## src/rtl/break_value_generator.sv

```systemverilog
// WalkSAT break-value generator: walks each literal's occurrence list, counts critical clauses,
// presents the counts to a selector and issues the chosen flip. Optional tabu masking: BVG_TABU_EN.

module bvg_lit_counter #(
   parameter int W = 5
) (
   input  logic         clk,
   input  logic         reset,
   input  logic         clear,
   input  logic         add,
   output logic [W-1:0] count
);
   always_ff @(posedge clk or negedge reset) begin
      if (!reset)                   count <= '0;
      else if (clear)               count <= '0;
      else if (add && count != '1)  count <= count + W'(1);
   end
endmodule

module break_value_generator #(
   parameter int NSAT                          = 3,
   parameter int NSAT_BITS                     = 2,
   parameter int MAX_CLAUSES_PER_VARIABLE      = 20,
   parameter int MAX_CLAUSES_PER_VARIABLE_BITS = 5,
   parameter int VAR_BITS                      = 16
) (
   input  logic                                      clk,
   input  logic                                      reset,
   input  logic                                      clause_valid_i,
   output logic                                      clause_ready_o,
   input  logic [NSAT*VAR_BITS-1:0]                  clause_vars_i,
   input  logic [NSAT-1:0]                           clause_lit_valid_i,
   output logic                                      occ_req_o,
   output logic [VAR_BITS-1:0]                       occ_var_o,
   output logic [MAX_CLAUSES_PER_VARIABLE_BITS-1:0]  occ_idx_o,
   input  logic                                      occ_rsp_valid_i,
   input  logic                                      occ_rsp_end_i,
   input  logic                                      occ_rsp_critical_i,
   output logic [NSAT*MAX_CLAUSES_PER_VARIABLE_BITS-1:0] break_values_o,
   output logic [NSAT-1:0]                           break_values_valid_o,
   input  logic [NSAT_BITS-1:0]                      select_i,
   input  logic                                      random_selection_i,
   output logic                                      flip_valid_o,
   input  logic                                      flip_ready_i,
   output logic [VAR_BITS-1:0]                       flip_var_o,
   output logic                                      flip_random_o,
   output logic                                      flip_none_o
);
   localparam int MB = MAX_CLAUSES_PER_VARIABLE_BITS;
   localparam int LW = $clog2(NSAT + 1);
   localparam logic [MB-1:0] LAST_IDX = MB'(MAX_CLAUSES_PER_VARIABLE - 1);

   typedef enum logic [2:0] {IDLE, FETCH, WAIT, PRESENT, SELECT, FLIP} state_t;
   state_t state, state_next;

   logic [VAR_BITS-1:0]       vars_q [NSAT];
   logic [NSAT-1:0]           lit_valid_q, present_valid, add;
   logic [NSAT-1:0][MB-1:0]   counts;
   logic [LW-1:0]             lit_q;
   logic [MB-1:0]             idx_q;
   logic [VAR_BITS-1:0]       flip_var_q, cur_var;
   logic                      ready_en, flip_none_q, flip_random_q;
   logic                      accept, lit_in, cur_valid, sel_ok, rsp, presenting;

   assign accept     = clause_valid_i && clause_ready_o;
   assign lit_in     = int'(lit_q) < NSAT;
   assign cur_valid  = lit_in && lit_valid_q[lit_q];
   assign cur_var    = lit_in ? vars_q[lit_q] : '0;
   assign rsp        = (state == WAIT) && occ_rsp_valid_i;
   assign presenting = (state == PRESENT) || (state == SELECT);
   assign sel_ok     = (int'(select_i) < NSAT) && present_valid[select_i];

   for (genvar i = 0; i < NSAT; i++) begin : g_lane
      assign add[i] = rsp && !occ_rsp_end_i && occ_rsp_critical_i && (lit_q == LW'(i));
      bvg_lit_counter #(.W(MB)) u_cnt (
         .clk   (clk),
         .reset (reset),
         .clear (accept),
         .add   (add[i]),
         .count (counts[i])
      );
   end

`ifdef BVG_TABU_EN
   logic                tabu_set;
   logic [VAR_BITS-1:0] tabu_var;
   logic [NSAT-1:0]     masked;

   always_comb begin
      masked = lit_valid_q;
      for (int i = 0; i < NSAT; i++)
         if (tabu_set && vars_q[i] == tabu_var) masked[i] = 1'b0;
      // never mask away the last remaining candidate
      present_valid = (masked != '0) ? masked : lit_valid_q;
   end

   always_ff @(posedge clk or negedge reset) begin
      if (!reset) begin
         tabu_set <= 1'b0;
         tabu_var <= '0;
      end else if (state == FLIP && flip_ready_i) begin
         tabu_set <= 1'b1;
         tabu_var <= flip_var_q;
      end
   end
`else
   assign present_valid = lit_valid_q;
`endif

   always_ff @(posedge clk or negedge reset) begin
      if (!reset) state <= IDLE;
      else        state <= state_next;
   end

   always_comb begin
      state_next = state;
      case (state)
         IDLE:    if (accept) state_next = (clause_lit_valid_i == '0) ? PRESENT : FETCH;
         FETCH:   if (!lit_in) state_next = PRESENT;
                  else if (cur_valid) state_next = WAIT;
         WAIT:    if (occ_rsp_valid_i) state_next = FETCH;
         PRESENT: state_next = SELECT;
         SELECT:  state_next = sel_ok ? FLIP : IDLE;
         FLIP:    if (flip_ready_i) state_next = IDLE;
         default: state_next = IDLE;
      endcase
   end

   always_ff @(posedge clk or negedge reset) begin
      if (!reset) begin
         for (int i = 0; i < NSAT; i++) vars_q[i] <= '0;
         lit_valid_q   <= '0;
         lit_q         <= '0;
         idx_q         <= '0;
         ready_en      <= 1'b0;
         flip_none_q   <= 1'b0;
         flip_var_q    <= '0;
         flip_random_q <= 1'b0;
      end else begin
         ready_en    <= 1'b1;
         flip_none_q <= (state == SELECT) && !sel_ok;
         case (state)
            IDLE: if (accept) begin
               for (int i = 0; i < NSAT; i++) vars_q[i] <= clause_vars_i[i*VAR_BITS +: VAR_BITS];
               lit_valid_q <= clause_lit_valid_i;
               lit_q       <= '0;
               idx_q       <= '0;
            end
            FETCH: if (lit_in && !cur_valid) lit_q <= lit_q + LW'(1);
            WAIT: if (occ_rsp_valid_i) begin
               // list ends on an empty entry or when the table row is exhausted
               if (occ_rsp_end_i || idx_q == LAST_IDX) begin
                  lit_q <= lit_q + LW'(1);
                  idx_q <= '0;
               end else begin
                  idx_q <= idx_q + MB'(1);
               end
            end
            SELECT: if (sel_ok) begin
               flip_var_q    <= vars_q[select_i];
               flip_random_q <= random_selection_i;
            end
            default: ;
         endcase
      end
   end

   assign clause_ready_o = (state == IDLE) && ready_en;
   assign occ_req_o      = (state == FETCH) && cur_valid;
   assign occ_var_o      = (occ_req_o || state == WAIT) ? cur_var : '0;
   assign occ_idx_o      = (occ_req_o || state == WAIT) ? idx_q : '0;

   always_comb begin
      break_values_o       = '0;
      break_values_valid_o = '0;
      if (presenting) begin
         for (int i = 0; i < NSAT; i++) break_values_o[i*MB +: MB] = counts[i];
         break_values_valid_o = present_valid;
      end
   end

   assign flip_valid_o  = (state == FLIP);
   assign flip_var_o    = flip_valid_o ? flip_var_q : '0;
   assign flip_random_o = flip_valid_o && flip_random_q;
   assign flip_none_o   = flip_none_q;
endmodule

```

## config.mk

```make
export PLATFORM = sky130hd
export DESIGN_NAME = break_value_generator
export DESIGN_NICKNAME = d
export VERILOG_FILES = /design/src/rtl/break_value_generator.sv
export SDC_FILE = /design/constraint.sdc
export NUM_CORES = 1
export LEC_CHECK = 0
export ABC_CLOCK_PERIOD_IN_PS = 4400
export BUFFER_PORTS_ARGS = -buffer_cell sky130_fd_sc_hd__buf_2
export CAP_MARGIN = 20
export CELL_PAD_IN_SITES_DETAIL_PLACEMENT = 0
export CELL_PAD_IN_SITES_GLOBAL_PLACEMENT = 1
export CORE_MARGIN = 2
export CORE_UTILIZATION = 40
export CTS_CLUSTER_SIZE = 12
export DETAILED_ROUTE_END_ITERATION = 8
export PLACE_DENSITY = 0.75
export SLEW_MARGIN = 20
export SYNTH_ARGS = -nofsm -noshare
export SYNTH_HDL_FRONTEND = slang
export SYNTH_HIERARCHICAL = 1
export SYNTH_SLANG_ARGS = --single-unit
```

## constraint.sdc

```tcl
create_clock -name clk -period 4.4 [get_ports clk]
set_input_delay 0.22 -clock clk [delete_from_list [all_inputs] [get_ports clk]]
set_output_delay 0.22 -clock clk [all_outputs]
set_load 0.03 [all_outputs]
```

; ---- After elaboration in Yosys (flattened, before gate mapping)
; Index checks and enable logic that the tools add are counted.
[op_classes]
addsub = 5
eq_ne = 17
n_bitwise = 2
muxes = 39
n_reduce_logical = 36
n_lt_le_gt_ge = 6
[op_table]
columns = operator, n
row1 = $mux 16, 7
row2 = $bmux 16 s2, 2
row3 = $mux 5, 10
row4 = $mux 3, 7
row5 = $add 5x1->5 const B, 4
row6 = $pmux 3 s6, 1
row7 = $logic_and 1x1->1, 17
row8 = $mux 15, 1
row9 = $ne 5x5->1 const B, 3
row10 = $mux 2, 5
row11 = $pmux 5 s2, 1
row12 = $reduce_bool 2->1, 4
row13 = $eq 3x2->1 const B, 2
row14 = $eq 3x3->1 const B, 2
row15 = $ge 3x3->1 const B, 2
row16 = $logic_not 3->1, 2
row17 = $lt 2x3->1 const B, 2
row18 = $ne 2x2->1 const B, 3
row19 = $not 2->3, 2
row20 = $pmux 2 s3, 1
row21 = $eq 5x5->1 const B, 1
row22 = $reduce_and 5->1, 1
row23 = $bmux 1 s2, 2
row24 = $lt 2x2->1 const B, 2
row25 = other kinds (14), 21
[word_totals]
word_cells = 119
out_inout_bits = 60
in_bits = 61
ff_bits = 95

; ---- Longest topological paths before layout
; Gate-level depths: netlist of run 1.
[logic_depth]
depth_word = 8
ltp_mapped = 9
depth_no_buf = 6

; ---- Hierarchy
; Netlist of run 1, hierarchy kept.
[by_module_without_submodules]
columns = mod, instances, seq_area_each_um2, area_each_um2, cells_per_inst
row1 = break_value_generator, 1, 2001.9, 4615.7, 419
row2 = bvg_lit_counter, 3, 125.1, 249.0, 23

; ---- Least setup slack after synthesis of run 1
; No wires, ideal clock.
[synth_path]
path_type = reg2out
startpoint = reg lit_q[1]
endpoint = out occ_var_o[0]
arrival_time_ns = 2.074
required_time_ns = 4.180
path_buffers = 1
stages_incl_launch_ff = 6
setup_slack_ns = 2.106
cell_sequence = dfrtp_1 > buf_6 > mux2i_2 > a2bb2oi_2 > o21a_4 > nor4_1
[synth_between]
elab_chain_len = 6
elab_cells_between_ends = 12
cone_classes = order compare (1) / mux (7) / bitwise (1) / reduce/logical (3)
[synth_rtl]
columns = element, line
row1 = from (decl), 59  ; logic [LW-1:0] lit_q;
row2 = from (signal assigned), 149  ; FETCH: if (lit_in && !cur_valid) lit_q <= lit_q + LW'(1);
row3 = from (signal assigned), 153  ; lit_q <= lit_q + LW'(1);
row4 = $not 2->3 (implied by the code) or $bmux 1 s2 (tied branches), "68, 67"
row5 = $bmux 16 s2 or $mux 1 (tied branches), "68, 67"
row6 = $mux 16 (implied by the code) or $logic_and 1x1->1 (tied branches), "68, 67"
row7 = $mux 16 (implied by the code) or $logic_and 1x1->1 (tied branches), "68, 169"
row8 = $mux 16 or $logic_or 1x1->1 (tied branches), "68, 170"
row9 = $mux 16 (*), 170  ; assign occ_var_o = (occ_req_o || state == WAIT) ? cur_var : '0;
row10 = to (decl), 34  ; output logic [VAR_BITS-1:0] occ_var_o,
; Every way passes the cells marked *; elsewhere a longest branch is shown, timed or not. The select of a mux whose other input is x is not followed.

; ---- Final worst setup path of run 1
[layout_path]
startpoint = reg lit_q[0]
endpoint = out occ_var_o[15]
; Same word-level chain as after synthesis.

==> flow_metrics.env, run 1 <==
export IMPL_dp_worst_setup_slack_ns=1.87
export IMPL_cp_data_arrival_time_ns=2.68
export IMPL_placement_io_buffers=120
export IMPL_core_um2=13200
export IMPL_routed_wl_mm=13.6
export IMPL_ant_nets=0
export IMPL_track_usage_pct=19.7
export IMPL_overflow=0
export IMPL_dp_cells=761
export IMPL_holdWs_ns=0.0926
export IMPL_yosys_cell_types_count=49
export IMPL_grt_max_degree=53
export IMPL_design_area_um2=6470
export IMPL_layout_common_cells="buf_2 (119), dfrtp_1 (95), mux2_2 (58), mux2i_1 (40), and2_1 (39)"
export IMPL_powerDensity_nw_per_um2=650
export IMPL_slew_limit_headroom_pct=36.8
export IMPL_die_h_um=120
export IMPL_final_setup_tns_ns=0
export IMPL_vias=4105
export IMPL_cts_resized=0
export IMPL_rsz0062_at_grt="no"
export IMPL_antenna_found_initial=0
export IMPL_cts_tree="done"
export IMPL_critPathMaxFanout=24
export IMPL_fmax_mhz=345
export IMPL_grt_pass1_vias=3993
export IMPL_drive_above_1_share_pct=39.0
export IMPL_setup_violations=0
export IMPL_vdd_drop_max_mv=0.282
export IMPL_max_cap_viol_count=0
export IMPL_nets=669
export IMPL_start_util_pct=40.7
export IMPL_final_cell_count_no_fill=778
export IMPL_period_share_pct=65.9
export IMPL_gp_congestion=0.788
export IMPL_layout_commonest_cell="buf_2"
export IMPL_row_count=42
export IMPL_drv_slew=0
export IMPL_diodes=0
export IMPL_startpoint_type="flop"
export IMPL_grt_first_pass_wirelength_mm=21.6
export IMPL_dpl_cell_area_um2=6080
export IMPL_die_w_um=120
export IMPL_required_ns=4.18
export IMPL_fin_crit_ns=2.90
export IMPL_cts_buffers=9
export IMPL_synthToLayoutAreaGrowth_pct=20.6
export IMPL_hp_class="in -> reg"
export IMPL_synth_area_per_cell_um2=11.0
export IMPL_num_io_pins=121
export IMPL_synthesis_area_um2=5360
export IMPL_leakagePower_uw=0.00321
export IMPL_ys_seq_area_share_pct=44.3
export IMPL_outcome="completed"
export IMPL_cts_hold_buf=1
export IMPL_cts_root_buf="clkbuf_16"
export IMPL_clockBufferDepth=2
export IMPL_vias_per_cell=5.28
export IMPL_cts_sinks=95
export IMPL_post_drt_wl_per_cell_um=17.4
export IMPL_path_clk_slew_ns=0.07
export IMPL_critical_path_class="reg -> out"
export IMPL_cp_end_kind="output pin"
export IMPL_post_cts_buffers=0
export IMPL_fin_ws_ns=1.50
export IMPL_drtPass1Iterations=4
export IMPL_hold_viol=0
export IMPL_drt_iter0_drc=204
export IMPL_syn_num_nets=560
export IMPL_drc=0
export IMPL_clk_latency_ns=0.36
export IMPL_yosysWarnings=6
export IMPL_die_area_um2=14300
export IMPL_yosys_register_bits=95
export IMPL_tightest_slew_ns=0.944
export IMPL_dp_hpwl_mm=9.34
export IMPL_syn_inst=488
export IMPL_fin_skew_ns=0.00902
export IMPL_htree_num_levels=3
==> synth_stat cells (all sizes together) <==
cell | count | area [µm²]
nor4 | 17 | 169
a21o | 1 | 7.51
mux2i | 41 | 414
a31oi | 3 | 33.8
a2111oi | 1 | 27.5
mux2 | 69 | 818
or2 | 1 | 6.26
nor3b | 4 | 30.0
o31a | 1 | 8.76
ha | 11 | 138
and3 | 6 | 37.5
o21a | 1 | 15.0
nand3 | 6 | 30.0
and2 | 39 | 244
nor3 | 4 | 20.0
o22ai | 1 | 6.26
xor2 | 6 | 52.6
o221ai | 2 | 23.8
a22o | 1 | 8.76
clkbuf | 13 | 52.6
inv | 6 | 22.5
nor2b | 3 | 18.8
a21oi | 22 | 110
a21boi | 1 | 7.51
nand2 | 29 | 116
nand2b | 10 | 62.6
nor2 | 35 | 131
o21ai | 27 | 135
a2bb2oi | 2 | 23.8
o31ai | 1 | 7.51
nand3b | 5 | 37.5
dfrtp | 95 | 2380
or4b | 1 | 13.8
conb | 1 | 3.75
o32ai | 1 | 8.76
o2bb2ai | 1 | 15.0
buf | 17 | 109
or3 | 3 | 18.8
==> cell type report <==
class                      instances  area [µm²]
clock buffer                      11         243
clock inverter                     5         129
fill                            1239        6720
inverter                           6        22.5
multi-input combinational        357        2810
sequential                        95        2380
tap                              176         220
timing repair buffer             128         666
==> worst paths after layout <==
check / cells past startpoint / slack (ns) / end / startpoint
worst max-delay path: 5 / 1.50 / occ_var_o[15] / lit_q[0]
worst min-delay path: 2 / 0.09 / vars_q[0] / clause_vars_i[32]
worst max register to register: 5 / 1.82 / vars_q[18] / state[0]
worst min register to register: 1 / 0.50 / flip_var_q[6] / flip_var_q[6]
max in group asynchronous: 3 / 2.85 / flip_var_q[9] / reset
min in group asynchronous: 2 / 0.40 / flip_var_q[4] / reset
==> power breakdown <==
group	leakage (µW)	total (µW)	switching [µW]	internal, µW
sequential	0.00120	1570	344	1220
clock	0.000180	975	346	630
combinational	0.00182	1670	906	760
total	0.00321	4210	1600	2610
==> sequential cells by signal, indices dropped and copies added, names as in the netlist <==
name                flops
ready_en                1
vars_q                 48
lit_q                   2
flip_var_q             16
state                   3
g_lane.u_cnt/count     15
flip_none_o             1
idx_q                   5
lit_valid_q             3
flip_random_q           1
==> per-layer routing <==
layer | part of all wire, % | up-vias | GRT usage [%] | routed length (µm)
met5 | 0 | - | 0 | 0
met4 | 1.0 | 0 | 4.93 | 142
met3 | 5.0 | 9 | 5.32 | 671
met2 | 45 | 105 | 29.4 | 6050
met1 | 49 | 2046 | 28.3 | 6690
li1 | - | 1945 | - | -
==> logic make-up (layout without fill, tap and decap cells) <==
| group | Yosys count | count (layout) | share of synthesized area (%) |
|---|---|---|---|
| compound gates | 66 | 66 | 8.19 |
| xor+xnor | 6 | 6 | 0.980 |
| fa+ha+maj | 11 | 11 | 2.57 |
| buf+inv | 36 | 150 | 3.43 |
| flops | 95 | 95 | 44.3 |
| mux | 110 | 110 | 23.0 |
| other cells | 1 | 1 | 0.0699 |
| simple gates | 163 | 163 | 17.5 |
==> worst max-delay path, stage by stage, from the launching register on <==
cell,delay [ns]
dfrtp_1,0.92
nor2b_2,0.32
a2bb2oi_2,0.11
o21a_4,0.32
nor4_1,0.36
buf_2,0.27
==> through the flow <==
step | utilization (%) | power [µW]
2_1_floorplan | - | 2790
4_1_cts | 49.0 | 4240
3_3_place_gp | 46.1 | 3200
6_report | 49.1 | 4210
5_1_grt | 49.1 | 4480
3_5_place_dp | 46.1 | 3250
Note: power is estimated with default switching activity, not from simulation.
==> run 2, diff against run 1 <==
--- a/config.mk
+++ b/config.mk
@@ -5,13 +5,13 @@
 export SDC_FILE = /design/constraint.sdc
 export NUM_CORES = 1
 export LEC_CHECK = 0
-export ABC_CLOCK_PERIOD_IN_PS = 4400
+export ABC_CLOCK_PERIOD_IN_PS = 2600
 export BUFFER_PORTS_ARGS = -buffer_cell sky130_fd_sc_hd__buf_2
 export CAP_MARGIN = 20
 export CELL_PAD_IN_SITES_DETAIL_PLACEMENT = 0
 export CELL_PAD_IN_SITES_GLOBAL_PLACEMENT = 1
 export CORE_MARGIN = 2
-export CORE_UTILIZATION = 40
+export CORE_UTILIZATION = 38
 export CTS_CLUSTER_SIZE = 12
 export DETAILED_ROUTE_END_ITERATION = 8
 export PLACE_DENSITY = 0.75
==> constraint.sdc (replaced) <==
create_clock -name clk -period 2.6 [get_ports clk]
set_input_delay 0.13 -clock clk [delete_from_list [all_inputs] [get_ports clk]]
set_output_delay 0.13 -clock clk [all_outputs]
set_load 0.03 [all_outputs]
==> flow_metrics.env, run 2 (synthesized netlist as in run 1, its figures left out) <==
export IMPL_outcome="completed"
export IMPL_final_cell_count_no_fill=809
export IMPL_die_h_um=123
export IMPL_rsz0062_at_grt="no"
export IMPL_grt_first_pass_wirelength_mm=22.1
export IMPL_post_cts_buffers=0
export IMPL_critical_path_class="reg -> out"
export IMPL_cts_tree="done"
export IMPL_synthToLayoutAreaGrowth_pct=25.8
export IMPL_drv_slew=0
export IMPL_slowest_delay_ns=0.50
export IMPL_grt_pass1_vias=4327
export IMPL_largest_reg_flops=48
export IMPL_vdd_drop_max_mv=0.553
export IMPL_reg_top3="vars_q x48, flip_var_q x16, g_lane.u_cnt/count x15"
export IMPL_path_clk_slew_ns=0.07
export IMPL_cp_data_arrival_time_ns=2.23
export IMPL_cp_end_kind="output pin"
export IMPL_startpoint_type="flop"
export IMPL_setup_violations=0
export IMPL_path_cells="mux2i_2 -> a2bb2oi_2 -> o21a_4 -> nor4_1 -> buf_2"
export IMPL_cts_root_buf="clkbuf_16"
export IMPL_placement_io_buffers=120
export IMPL_top_register="vars_q"
export IMPL_overflow=0
export IMPL_num_io_pins=121
export IMPL_antenna_found_initial=0
export IMPL_fin_skew_ns=0.00989
export IMPL_hold_viol=0
export IMPL_p_seq_share_pct=35.9
export IMPL_htree_num_levels=3
export IMPL_drtPass1Iterations=4
export IMPL_nets=696
export IMPL_track_usage_pct=19.3
export IMPL_worst_r2r_setup_slack_ns=0.29
export IMPL_row_count=43
export IMPL_diodes=0
export IMPL_cts_sinks=95
export IMPL_core_um2=13800
export IMPL_switching_power_uw=2680
export IMPL_switching_share_pct=37.5
export IMPL_final_setup_tns_ns=0
export IMPL_period_share_pct=90.9
export IMPL_hp_class="in -> reg"
export IMPL_drt_iter0_drc=203
export IMPL_dp_cells=771
export IMPL_slew_limit_headroom_pct=57.7
export IMPL_layout_commonest_cell="buf_2"
export IMPL_max_cap_viol_count=0
export IMPL_slowest_stage="dfrtp_1"
export IMPL_cts_buffers=9
export IMPL_holdWs_ns=0.00987
export IMPL_fmax_mhz=423
export IMPL_layout_common_cells="buf_2 (119), dfrtp_1 (95), mux2_2 (58), mux2i_1 (40), and2_1 (39)"
export IMPL_p_comb_share_pct=41.2
export IMPL_clkPwrFrac_pct=22.9
export IMPL_die_area_um2=15100
export IMPL_critPathMaxFanout=16
export IMPL_dp_hpwl_mm=9.45
export IMPL_gp_congestion=0.809
export IMPL_dp_worst_setup_slack_ns=0.297
export IMPL_leakagePower_uw=0.00333
export IMPL_fin_crit_ns=2.36
export IMPL_vias_per_cell=5.19
export IMPL_routed_wl_mm=13.6
export IMPL_clk_latency_ns=0.35
export IMPL_required_ns=2.47
export IMPL_fin_ws_ns=0.236
export IMPL_grt_max_degree=53
export IMPL_powerDensity_nw_per_um2=1060
export IMPL_ant_nets=0
export IMPL_clockBufferDepth=2
export IMPL_post_drt_wl_per_cell_um=16.8
export IMPL_start_util_pct=38.8
export IMPL_drive_above_1_share_pct=38.2
export IMPL_tightest_slew_ns=0.634
export IMPL_drc=0
export IMPL_die_w_um=123
export IMPL_internal_power_uw=4460
export IMPL_vias=4201
run 2: cell types whose count changed in the layout (fill, tap and decap cells not counted):
cell	delta
clkinv_4	-1
buf_4	+4
clkbuf_8	-1
buf_12	+2
o21ai_2	-1
dlygate4sd3_1	+21
o21ai_1	+1
inv_6	+2
run 2: what timing repair did:
item / in CTS / in global routing
gates resized for setup: 0 / 0
hold buffers: 22 / 0
endpoints found under the hold margin: 68 / 0
run 2: final cells by class:
cell class,count,area (µm²)
tap,180,225
multi-input combinational,357,2810
clock inverter,6,138
timing repair buffer,155,946
fill,1282,7080
sequential,95,2380
clock buffer,10,229
inverter,6,22.5
run 2: critical path: cells and delay by family (launching register included):
| kind | cells | cell delay [ns] |
|---|---|---|
| AO/OA/AOI/OAI | 2 | 0.51 |
| flip-flops | 1 | 0.50 |
| buffers and inverters | 1 | 0.27 |
| AND/OR/NAND/NOR | 1 | 0.37 |
| multiplexers | 1 | 0.22 |
run 2: path summary, 6_finish.rpt:
check | start | end | cells past startpoint
worst max-delay path | lit_q[1] | occ_var_o[1] | 5
worst min-delay path | clause_vars_i[9] | vars_q[41] | 2
worst max register to register | state[0] | g_lane[1].u_cnt/count[3] | 6
worst min register to register | flip_var_q[2] | flip_var_q[2] | 1
max in group asynchronous | reset | lit_q[0] | 3
min in group asynchronous | reset | vars_q[2] | 2
run 2: routing by layer:
layer	vias to the layer above	global-route usage (%)	wire length, µm
met4	0	9.12	347
met2	131	30.7	6300
met5	-	0	0
met3	24	3.39	684
li1	1998	-	-
met1	2048	25.4	6270
run 2: power by group through the flow:
stage	clock network, µW	logic (µW)	registers (µW)
3_5_place_dp	0	2940	2580
3_3_place_gp	0	2880	2550
5_1_grt	1740	3220	2660
4_1_cts	1680	2970	2560
2_1_floorplan	0	2320	2410
6_report	1640	2940	2560
run 2: per-stage QoR:
step / instance area (µm²) / utilization [%] / power, µW
2_1_floorplan: 5360 / - / 4720
3_3_place_gp: 6160 / 44.5 / 5430
3_5_place_dp: 6160 / 44.5 / 5520
4_1_cts: 6750 / 48.8 / 7210
5_1_grt: 6750 / 48.8 / 7630
6_report: 6750 / 48.8 / 7140
==> run 3, diff against run 2 <==
--- a/config.mk
+++ b/config.mk
@@ -5,13 +5,13 @@
 export SDC_FILE = /design/constraint.sdc
 export NUM_CORES = 1
 export LEC_CHECK = 0
-export ABC_CLOCK_PERIOD_IN_PS = 2600
+export ABC_CLOCK_PERIOD_IN_PS = 2500
 export BUFFER_PORTS_ARGS = -buffer_cell sky130_fd_sc_hd__buf_2
 export CAP_MARGIN = 20
 export CELL_PAD_IN_SITES_DETAIL_PLACEMENT = 0
 export CELL_PAD_IN_SITES_GLOBAL_PLACEMENT = 1
 export CORE_MARGIN = 2
-export CORE_UTILIZATION = 38
+export CORE_UTILIZATION = 40
 export CTS_CLUSTER_SIZE = 12
 export DETAILED_ROUTE_END_ITERATION = 8
 export PLACE_DENSITY = 0.75
==> constraint.sdc (replaced) <==
create_clock -name clk -period 2.5 [get_ports clk]
set_input_delay 0.125 -clock clk [delete_from_list [all_inputs] [get_ports clk]]
set_output_delay 0.125 -clock clk [all_outputs]
set_load 0.03 [all_outputs]
==> flow_metrics.env, run 3 (synthesized netlist as in run 1, its figures left out) <==
export IMPL_fillers=1220
export IMPL_slowest_stage="nor4_1"
export IMPL_cp_end_kind="output pin"
export IMPL_fin_ws_ns=0.0852
export IMPL_ant_nets=0
export IMPL_dp_worst_setup_slack_ns=0.390
export IMPL_critical_path_class="reg -> out"
export IMPL_overflow=0
export IMPL_dpl_cell_area_um2=6160
export IMPL_die_area_um2=14300
export IMPL_hold_depth=2
export IMPL_htree_num_levels=3
export IMPL_r2r_start="state[2]"
export IMPL_vdd_drop_max_mv=0.579
export IMPL_final_setup_tns_ns=0
export IMPL_outcome="completed"
export IMPL_row_count=42
export IMPL_slew_limit_headroom_pct=37.4
export IMPL_layout_commonest_cell="buf_2"
export IMPL_grt_pass1_vias=4028
export IMPL_path_clk_slew_ns=0.06
export IMPL_track_usage_pct=19.2
export IMPL_hold_viol=0
export IMPL_rsz0062_at_grt="no"
export IMPL_dp_hpwl_mm=9.40
export IMPL_cts_root_buf="clkbuf_16"
export IMPL_synthToLayoutAreaGrowth_pct=23.3
export IMPL_drv_slew=0
export IMPL_routed_wl_mm=13.4
export IMPL_vias_per_cell=5.14
export IMPL_layout_common_cells="buf_2 (119), dfrtp_1 (95), mux2_2 (58), mux2i_1 (40), and2_1 (39)"
export IMPL_diodes=0
export IMPL_design_area_um2=6610
export IMPL_nets=693
export IMPL_powerDensity_nw_per_um2=1080
export IMPL_leakagePower_uw=0.00328
export IMPL_drive_above_1_share_pct=38.7
export IMPL_reg_top3="vars_q x48, flip_var_q x16, g_lane.u_cnt/count x15"
export IMPL_drtPass1Iterations=4
export IMPL_drt_iter0_drc=239
export IMPL_cts_buffers=9
export IMPL_clk_latency_ns=0.35
export IMPL_hold_path_endpoint="vars_q[41]"
export IMPL_antenna_found_initial=1
export IMPL_start_util_pct=40.7
export IMPL_grt_max_degree=74
export IMPL_setup_violations=0
export IMPL_path_cells="buf_4 -> nor2b_2 -> a2bb2oi_2 -> o21a_4 -> nor4_1 -> buf_2"
export IMPL_top_register="vars_q"
export IMPL_core_um2=13200
export IMPL_gp_congestion=0.841
export IMPL_drc=0
export IMPL_critPathBufInv=2
export IMPL_crit_family="simple AND/OR/NAND/NOR gates"
export IMPL_fin_skew_ns=0.0133
export IMPL_fmax_mhz=414
export IMPL_worstRegToRegCells=6
export IMPL_max_cap_viol_count=0
export IMPL_worst_r2r_setup_slack_ns=0.40
export IMPL_tightest_slew_ns=0.939
export IMPL_period_share_pct=96.6
export IMPL_die_w_um=120
export IMPL_grt_first_pass_wirelength_mm=21.3
export IMPL_cp_data_arrival_time_ns=2.29
export IMPL_reg2reg_to="g_lane[1].u_cnt/count[3]"
export IMPL_largest_reg_flops=48
export IMPL_slowest_delay_ns=0.44
export IMPL_post_drt_wl_per_cell_um=16.8
export IMPL_hp_class="in -> reg"
export IMPL_worstHoldStart="clause_vars_i[9]"
export IMPL_fin_crit_ns=2.41
export IMPL_placement_io_buffers=120
export IMPL_vias=4109
export IMPL_cts_resized=0
export IMPL_die_h_um=120
export IMPL_clockBufferDepth=2
export IMPL_required_ns=2.38
export IMPL_cts_sinks=95
export IMPL_num_io_pins=121
export IMPL_cts_tree="done"
export IMPL_startpoint_type="flop"
export IMPL_critPathMaxFanout=16
-- run 3: cell count changes in the layout (fill, tap and decap cells not counted), sizes merged --
cell         previous run  this run
dlygate4sd3            22        16
bufinv                  4         1
clkinvlp                0         1
buf                   133       136
inv                     8         6
clkinv                  0         1
-- run 3: final cells by class --
class	instances	area, µm²	area share, %
Multi-Input combinational cell	357	2810	42.5
Timing Repair Buffer	152	896	13.6
Clock inverter	3	46.3	0.700
Clock buffer	10	239	3.62
Inverter	6	22.5	0.341
Sequential cell	95	2380	36.0
Tap cell	176	220	3.33
-- run 3: timing repair --
item,4_1_cts,5_1_grt
hold buffers,14,2
setup buffers,0,0
endpoints found under the hold margin,84,2
-- run 3: worst max path at each step --
| stage | startpoint | to | slack [ns] | cells after the start |
|---|---|---|---|---|
| 6_report | lit_q[1] | occ_var_o[0] | 0.09 | 6 |
| 5_1_grt | lit_q[1] | occ_var_o[0] | 0.01 | 6 |
| 4_1_cts | lit_q[1] | occ_var_o[1] | 0.13 | 6 |
| 3_5_place_dp | state[2] | g_lane[1].u_cnt/count[3] | 0.39 | 6 |
| 3_3_place_gp | state[2] | g_lane[1].u_cnt/count[3] | 0.44 | 6 |
| 2_1_floorplan | lit_q[1] | occ_var_o[0] | 0.30 | 5 |
-- run 3: routing by layer --
| layer | vias up | share of wire, % | GRT usage, % |
|---|---|---|---|
| met4 | 2 | 1.1 | 5.44 |
| met1 | 1989 | 46 | 26.7 |
| met5 | - | 0.12 | 0 |
| li1 | 1989 | - | - |
| met2 | 114 | 47 | 29.9 |
| met3 | 15 | 6.2 | 4.85 |
-- run 3: stage by stage --
| step | power (µW) | hold slack [ns] | util [%] | cells |
|---|---|---|---|---|
| global placement | 5680 | 0.323 | 46.7 | 770 |
| floorplan | 4910 | -0.171 | - | 488 |
| CTS | 7180 | 0.000226 | 50.0 | 797 |
| global route | 7600 | 0.000651 | 50.1 | 799 |
| detailed placement | 5770 | 0.329 | 46.7 | 770 |
| finish | 7110 | 0.00959 | 50.1 | 799 |
-- run 3: power breakdown --
part           internal (µW)  switching (µW)  total (µW)  leakage [µW]
Clock                    787             572        1360      0.000136
Combinational           1410            1710        3130       0.00193
Sequential              2160             465        2620       0.00120
Total                   4360            2750        7110       0.00328
